[src/rtl/wt_dcache_rd_arb_if.sv]
// wt_dcache_rd_arb_if
//   Bundles the read-port side (per-controller request/ack/result-valid)
//   and the memory side (muxed request plus memory ack) of the dcache read
//   arbiter.
//   slave  : the arbiter (consumes controller requests and memory ack).
//   master : the environment (controllers plus memory model).
// Signals
//   rd_req      NumPorts        per-port read request (level)
//   rd_tag_only NumPorts        per-port tag-only read
//   rd_idx      NumPorts x IdxW per-port cache-line index
//   rd_off      NumPorts x OffW per-port byte offset
//   rd_tag      NumPorts x TagW per-port tag (valid the cycle after ack)
//   rd_ack      NumPorts        per-port ack, one-hot or zero
//   rd_rvld     NumPorts        per-port result valid, one cycle after ack
//   mem_req     1               request to dcache memory
//   mem_tag_only,mem_idx,mem_off,mem_tag  muxed request fields
//   mem_ack     1               memory accepted the read this cycle
interface wt_dcache_rd_arb_if #(
  parameter int unsigned NumPorts = 3,
  parameter int unsigned IdxW     = 8,
  parameter int unsigned OffW     = 4,
  parameter int unsigned TagW     = 44
);
  logic [NumPorts-1:0]           rd_req;
  logic [NumPorts-1:0]           rd_tag_only;
  logic [NumPorts-1:0][IdxW-1:0] rd_idx;
  logic [NumPorts-1:0][OffW-1:0] rd_off;
  logic [NumPorts-1:0][TagW-1:0] rd_tag;
  logic [NumPorts-1:0]           rd_ack;
  logic [NumPorts-1:0]           rd_rvld;

  logic                          mem_req;
  logic                          mem_tag_only;
  logic [IdxW-1:0]               mem_idx;
  logic [OffW-1:0]               mem_off;
  logic [TagW-1:0]               mem_tag;
  logic                          mem_ack;

  modport slave (
    input  rd_req, rd_tag_only, rd_idx, rd_off, rd_tag, mem_ack,
    output rd_ack, rd_rvld, mem_req, mem_tag_only, mem_idx, mem_off, mem_tag
  );

  modport master (
    output rd_req, rd_tag_only, rd_idx, rd_off, rd_tag, mem_ack,
    input  rd_ack, rd_rvld, mem_req, mem_tag_only, mem_idx, mem_off, mem_tag
  );
endinterface

[src/rtl/wt_dcache_rd_arb.sv]
// wt_dcache_rd_arb
//   Round-robin arbiter sharing the single L1 dcache memory read port among
//   NumPorts read controllers. The winner's index/offset/tag-only flag are
//   muxed combinationally to memory; the tag is steered by the registered
//   winner one cycle after ack. A stalled winner is held until memory
//   accepts it or the port withdraws its request.
// Ports
//   clk_i   in  clock
//   rst_ni  in  synchronous reset, active low
//   bus     wt_dcache_rd_arb_if.slave (see interface header)
module wt_dcache_rd_arb #(
  parameter int unsigned NumPorts = 3,
  parameter int unsigned IdxW     = 8,
  parameter int unsigned OffW     = 4,
  parameter int unsigned TagW     = 44
) (
  input  logic               clk_i,
  input  logic               rst_ni,
  wt_dcache_rd_arb_if.slave  bus
);
  localparam int unsigned PtrW = $clog2(NumPorts);

  logic [PtrW-1:0] rr_ptr_q, hold_port_q, win_q, win, rr_ptr_nxt;
  logic [PtrW:0]   cand_ext;
  logic [PtrW-1:0] cand;
  logic            hold_q, rvld_q, found, accept;

  // A held winner keeps priority while it still requests; otherwise scan
  // rr_ptr_q, rr_ptr_q+1, ... modulo NumPorts for the first requester.
  always_comb begin
    win      = '0;
    found    = 1'b0;
    cand_ext = '0;
    cand     = '0;
    if (hold_q && bus.rd_req[hold_port_q]) begin
      win = hold_port_q;
    end else begin
      for (int i = 0; i < NumPorts; i++) begin
        cand_ext = {1'b0, rr_ptr_q} + (PtrW+1)'(i);
        if (cand_ext >= (PtrW+1)'(NumPorts)) cand_ext = cand_ext - (PtrW+1)'(NumPorts);
        cand = cand_ext[PtrW-1:0];
        if (!found && bus.rd_req[cand]) begin
          found = 1'b1;
          win   = cand;
        end
      end
    end
  end

  assign bus.mem_req      = |bus.rd_req;
  assign bus.mem_idx      = bus.rd_idx[win];
  assign bus.mem_off      = bus.rd_off[win];
  assign bus.mem_tag_only = bus.rd_tag_only[win];
  // Memory compares the tag the cycle after ack, so the registered winner
  // owns the tag bus in that cycle even if a new grant happens alongside.
  assign bus.mem_tag      = rvld_q ? bus.rd_tag[win_q] : bus.rd_tag[win];

  assign accept     = bus.mem_req & bus.mem_ack;
  assign rr_ptr_nxt = (win == PtrW'(NumPorts-1)) ? '0 : win + PtrW'(1);

  always_comb begin
    bus.rd_ack      = '0;
    bus.rd_ack[win] = accept & rst_ni;
  end

  always_comb begin
    bus.rd_rvld        = '0;
    bus.rd_rvld[win_q] = rvld_q;
  end

  always_ff @(posedge clk_i) begin
    if (!rst_ni) begin
      rr_ptr_q    <= '0;
      hold_q      <= 1'b0;
      hold_port_q <= '0;
      win_q       <= '0;
      rvld_q      <= 1'b0;
    end else if (accept) begin
      rr_ptr_q <= rr_ptr_nxt;
      win_q    <= win;
      rvld_q   <= 1'b1;
      hold_q   <= 1'b0;
    end else if (bus.mem_req) begin
      hold_q      <= 1'b1;
      hold_port_q <= win;
      rvld_q      <= 1'b0;
    end else begin
      hold_q <= 1'b0;
      rvld_q <= 1'b0;
    end
  end

  always_ff @(posedge clk_i) begin
    if (rst_ni) begin
      assert ($onehot0(bus.rd_ack))  else $error("rd_ack not onehot0");
      assert ($onehot0(bus.rd_rvld)) else $error("rd_rvld not onehot0");
      assert (!(bus.mem_ack && !bus.mem_req)) else $error("memory ack without request");
    end
  end
endmodule

[src/flat_wrapper.sv]
// flat-port wrapper written by rule: the top's interface ports become plain ports
module wt_dcache_rd_arb_flat 
#(
  parameter int unsigned NumPorts = 3,
  parameter int unsigned IdxW     = 8,
  parameter int unsigned OffW     = 4,
  parameter int unsigned TagW     = 44
)
  (clk_i, rst_ni, bus_rd_req, bus_rd_tag_only, bus_rd_idx, bus_rd_off, bus_rd_tag, bus_mem_ack, bus_rd_ack, bus_rd_rvld, bus_mem_req, bus_mem_tag_only, bus_mem_idx, bus_mem_off, bus_mem_tag);
  wt_dcache_rd_arb_if #(.NumPorts(NumPorts), .IdxW(IdxW), .OffW(OffW), .TagW(TagW)) bus_i ();
  input  logic clk_i;
  input  logic rst_ni;
  input wire logic [$bits(bus_i.rd_req)-1:0] bus_rd_req;
  input wire logic [$bits(bus_i.rd_tag_only)-1:0] bus_rd_tag_only;
  input wire logic [$bits(bus_i.rd_idx)-1:0] bus_rd_idx;
  input wire logic [$bits(bus_i.rd_off)-1:0] bus_rd_off;
  input wire logic [$bits(bus_i.rd_tag)-1:0] bus_rd_tag;
  input wire logic [$bits(bus_i.mem_ack)-1:0] bus_mem_ack;
  output wire logic [$bits(bus_i.rd_ack)-1:0] bus_rd_ack;
  output wire logic [$bits(bus_i.rd_rvld)-1:0] bus_rd_rvld;
  output wire logic [$bits(bus_i.mem_req)-1:0] bus_mem_req;
  output wire logic [$bits(bus_i.mem_tag_only)-1:0] bus_mem_tag_only;
  output wire logic [$bits(bus_i.mem_idx)-1:0] bus_mem_idx;
  output wire logic [$bits(bus_i.mem_off)-1:0] bus_mem_off;
  output wire logic [$bits(bus_i.mem_tag)-1:0] bus_mem_tag;
  assign bus_i.rd_req = bus_rd_req;
  assign bus_i.rd_tag_only = bus_rd_tag_only;
  assign bus_i.rd_idx = bus_rd_idx;
  assign bus_i.rd_off = bus_rd_off;
  assign bus_i.rd_tag = bus_rd_tag;
  assign bus_i.mem_ack = bus_mem_ack;
  assign bus_rd_ack = bus_i.rd_ack;
  assign bus_rd_rvld = bus_i.rd_rvld;
  assign bus_mem_req = bus_i.mem_req;
  assign bus_mem_tag_only = bus_i.mem_tag_only;
  assign bus_mem_idx = bus_i.mem_idx;
  assign bus_mem_off = bus_i.mem_off;
  assign bus_mem_tag = bus_i.mem_tag;
  wt_dcache_rd_arb #(.NumPorts(NumPorts), .IdxW(IdxW), .OffW(OffW), .TagW(TagW)) u_core (.clk_i(clk_i), .rst_ni(rst_ni), .bus(bus_i));
endmodule
[config.mk]
export PLATFORM = sky130hd
export DESIGN_NAME = wt_dcache_rd_arb_flat
export DESIGN_NICKNAME = d
export VERILOG_FILES = /design/src/rtl/wt_dcache_rd_arb_if.sv /design/src/rtl/wt_dcache_rd_arb.sv /design/src/flat_wrapper.sv
export SDC_FILE = /design/constraint.sdc
export NUM_CORES = 1
export LEC_CHECK = 0
export CAP_MARGIN = 20
export CORE_MARGIN = 2
export CORE_UTILIZATION = 41
export CTS_CLUSTER_DIAMETER = 30
export CTS_CLUSTER_SIZE = 16
export DETAILED_ROUTE_END_ITERATION = 10
export PLACE_DENSITY_LB_ADDON = 0.15
export SETUP_SLACK_MARGIN = 0.15
export SYNTH_ARGS = -nofsm -noshare
export SYNTH_HDL_FRONTEND = slang
export SYNTH_SLANG_ARGS = --single-unit
export TNS_END_PERCENT = 5
[constraint.sdc]
create_clock -name clk_i -period 5.3 [get_ports clk_i]
set_clock_uncertainty 0.05 [all_clocks]
set_input_delay 0.53 -clock clk_i [delete_from_list [all_inputs] [get_ports clk_i]]
set_output_delay 0.53 -clock clk_i [all_outputs]
set_load 0.1 [all_outputs]
==> impl_metrics.json <==
{
  "worstHoldStart": "u_core.rr_ptr_q[1]",
  "cp_slowest_cell": "or3_1",
  "multiInputGateArea_um2": 3230,
  "synth_area_um2": 3810,
  "htreeDepth": 1,
  "placed_cell_area_um2": 5890,
  "ys_types": 50,
  "ctsLongestPathBuffers": 2,
  "setup_viol": 0,
  "ctsHoldBuffers": 0,
  "critical_path_class": "input port to output port",
  "regToRegStartpoint": "u_core.rr_ptr_q[1]",
  "nFillCells": 811,
  "grt_pass1_wl_mm": 24.4,
  "crit_family": "buffers and inverters",
  "yosysWarnings": 0,
  "drc": 0,
  "reg2reg_depth": 9,
  "syn_area_per_cell_um2": 6.89,
  "hold_viol": 0,
  "swShare_pct": 71.0,
  "seqCellArea_um2": 164,
  "post-cts-setup-buffers": 0,
  "synthTopCellsByCount": "nand2_1 (111), a31oi_1 (88), mux2i_1 (61)",
  "vias": 5369,
  "cts_inserted_buffers": 3,
  "synth_top_area_share_pct": 16.0,
  "cp_num_cells": 9,
  "r2r-end": "u_core.rr_ptr_q[0]",
  "ys_async_sr_fraction_pct": 0,
  "ys_ff_latch": 8,
  "nNetsFinal": 923,
  "core_um2": 9110,
  "synthCells": 553,
  "layout_min_cycle_time_ns": 4.25,
  "cts_resized": 0,
  "wire_per_inst_um": 18.5,
  "synth_edf_count": 0,
  "drv_slew": 0,
  "worst_pin_slew_ns": 1.09,
  "required_ns": 4.72,
  "cts_tree": "done",
  "layout-drive-gt1-share_pct": 14.1,
  "hp-class": "register to register",
  "antenna_found_initial": 0,
  "dieWidth_um": 100,
  "gr-total-overflow": 0,
  "setup_slack_ns": 1.05,
  "yosysMostFrequentCell": "nand2_1",
  "rsz0062_at_grt": "no",
  "yosys.area.top_type": "mux2i_1",
  "design_area_um2": 5960,
  "ctsRootBufferMaster": "clkbuf_8",
  "leakage_nw": 2.51,
  "track_usage_pct": 28.8,
  "comb_power_share_pct": 93.5,
  "finalCritPeriodShare_pct": 80.2,
  "intPower_mw": 0.668,
  "cts_num_sinks": 8,
  "area_growth_syn_to_layout_pct": 56.5,
  "ys_seq_area_share_pct": 4.20,
  "ant_nets": 0,
  "final_util_pct": 65.5,
  "tns_ns": 0,
  "crit_path_cell_trace": "clkdlybuf4s50_1 -> mux2_4 -> a221o_1 -> a21oi_1 -> or3_1 -> buf_4 -> a31oi_1 -> a31oi_1 -> buf_4",
  "fmax_ghz": 0.235,
  "num_rows": 35,
  "synth_nets": 734,
  "grt_pass1_vias": 5254,
  "gp_congestion": 0.968,
  "maxSlewHeadroom_pct": 27.2,
  "pwr-share-clk_pct": 3.2,
  "status": "complete, no violations",
  "clk_latency_ns": 0.23,
  "worst_setup_path_start_kind": "input port",
  "drt-pass1-iter-count": 5,
  "seqPwrFrac_pct": 3.4,
  "io_pins": 241,
  "crit_start": "bus_rd_req[0]",
  "slowest_delay_ns": 0.58,
  "switchingPower_mw": 1.63,
  "endpoint_kind": "output port",
  "synthTopCellsByArea": "mux2i_1 (16%), a31oi_1 (14%), o211a_1 (12%), nand2_1 (11%), a31o_1 (7.1%)",
  "routed_wl_mm": 15.7,
  "rrSetupSlack_ns": 2.10,
  "clk_pin_slew_ns": 0.04,
  "path_max_fanout": 28,
  "dp_hpwl_mm": 10.7,
  "initial_utilization_pct": 41.8,
  "dieArea_um2": 10100,
  "synthFlopType": "dfxtp_1",
  "antennaDiodeCount": 0,
  "grt_max_degree": 89,
  "arrival_ns": 3.67,
  "viasPerCell": 6.31,
  "die_h_um": 100,
  "cp-endpoint": "bus_mem_tag[36]",
  "power.density_nw_per_um2": 386,
  "path_buf_inv": 3,
  "drtIter0Drc": 445,
  "numPortBuffers": 240,
  "pre_cts_ws_ns": 1.07,
  "drv_cap": 0,
  "peakVddDrop_v": 0.000383
}
-- per-stage QoR --
| step | total power, mW | std cells | hold slack (ns) |
|---|---|---|---|
| finish | 2.30 | 851 | 0.454 |
| global route | 2.39 | 851 | 0.466 |
| CTS | 2.30 | 850 | 0.456 |
| detailed placement | 2.22 | 847 | 0.452 |
| global placement | 2.20 | 847 | 0.430 |
| floorplan | 1.77 | 553 | 0.414 |
-- flip-flops by register name, indices dropped and copies added, names as in the netlist --
| name | cells |
|---|---|
| u_core.hold_port_q | 2 |
| u_core.win_q | 2 |
| u_core.rr_ptr_q | 2 |
| u_core.rvld_q | 1 |
| u_core.hold_q | 1 |
-- cell type report --
type                    instances  share of cell area [%]
clock buffers                   3                   0.693
inverters                       7                   0.441
multi-input cells             471                    54.2
flip-flops and latches          8                    2.75
well taps                     111                    2.33
repair buffers                251                    39.5
-- cell families (layout without fill, tap and decap cells) --
group	Yosys count	after routing	share of synthesized area [%]
multiplexers	66	66	18.0
buffers and inverters	74	261	11.7
AO/OA/AOI/OAI	213	213	42.9
flip-flops	8	8	4.20
AND/OR/NAND/NOR	188	188	21.9
adder cells (fa/ha/maj)	4	4	1.31
-- power by group through the flow --
stage | clock network, mW | logic (mW) | registers, mW
detailed placement | 0 | 2.14 | 0.0777
global route | 0.0779 | 2.23 | 0.0779
global placement | 0 | 2.12 | 0.0773
finish | 0.0734 | 2.15 | 0.0772
CTS | 0.0756 | 2.14 | 0.0769
floorplan | 0 | 1.70 | 0.0705
-- cells in the final DEF (no fill, tap or decap), drive strengths merged, types with 4 or more instances in the layout --
cell type	netlist	routed
clkdlybuf4s50	0	181
nand2	111	111
a31oi	88	88
buf	29	70
mux2i	62	62
nand3	46	46
o211a	44	44
a31o	44	44
o21ai	18	18
nor2	9	9
dfxtp	8	8
inv	7	7
and2	6	6
nor2b	5	5
a21boi	4	4
ha	4	4
mux2	4	4
-- metal layers --
layer  global-route usage (%)  wire (um)  up-vias  part of all wire (%)
met3                     3.76       1250       51                   8.0
met2                     51.1       7640      303                    49
met1                     34.4       6220     2512                    40
met4                     12.8        617        0                   3.9
li1                         -          -     2503                     -
met5                        0          0        -                     0
-- worst min-delay path by stage --
stage,cells past startpoint,to
final,2,u_core.rr_ptr_q[1]
after global routing,2,u_core.rr_ptr_q[1]
after CTS,2,u_core.rr_ptr_q[1]
after detailed placement,2,u_core.rr_ptr_q[1]
after global placement,2,u_core.rr_ptr_q[1]
after floorplan,2,u_core.rr_ptr_q[1]
-- worst register-to-register path, delay by kind of cell, from the launching register on --
kind / cells / cell delay [ns]
adder cells (fa/ha/maj): 1 / 0.38
AND/OR/NAND/NOR: 1 / 0.09
buffers and inverters: 2 / 0.46
multiplexers: 3 / 1.26
flip-flops: 1 / 0.33
AO/OA/AOI/OAI: 2 / 0.51
(Power assumes the default switching activity.)
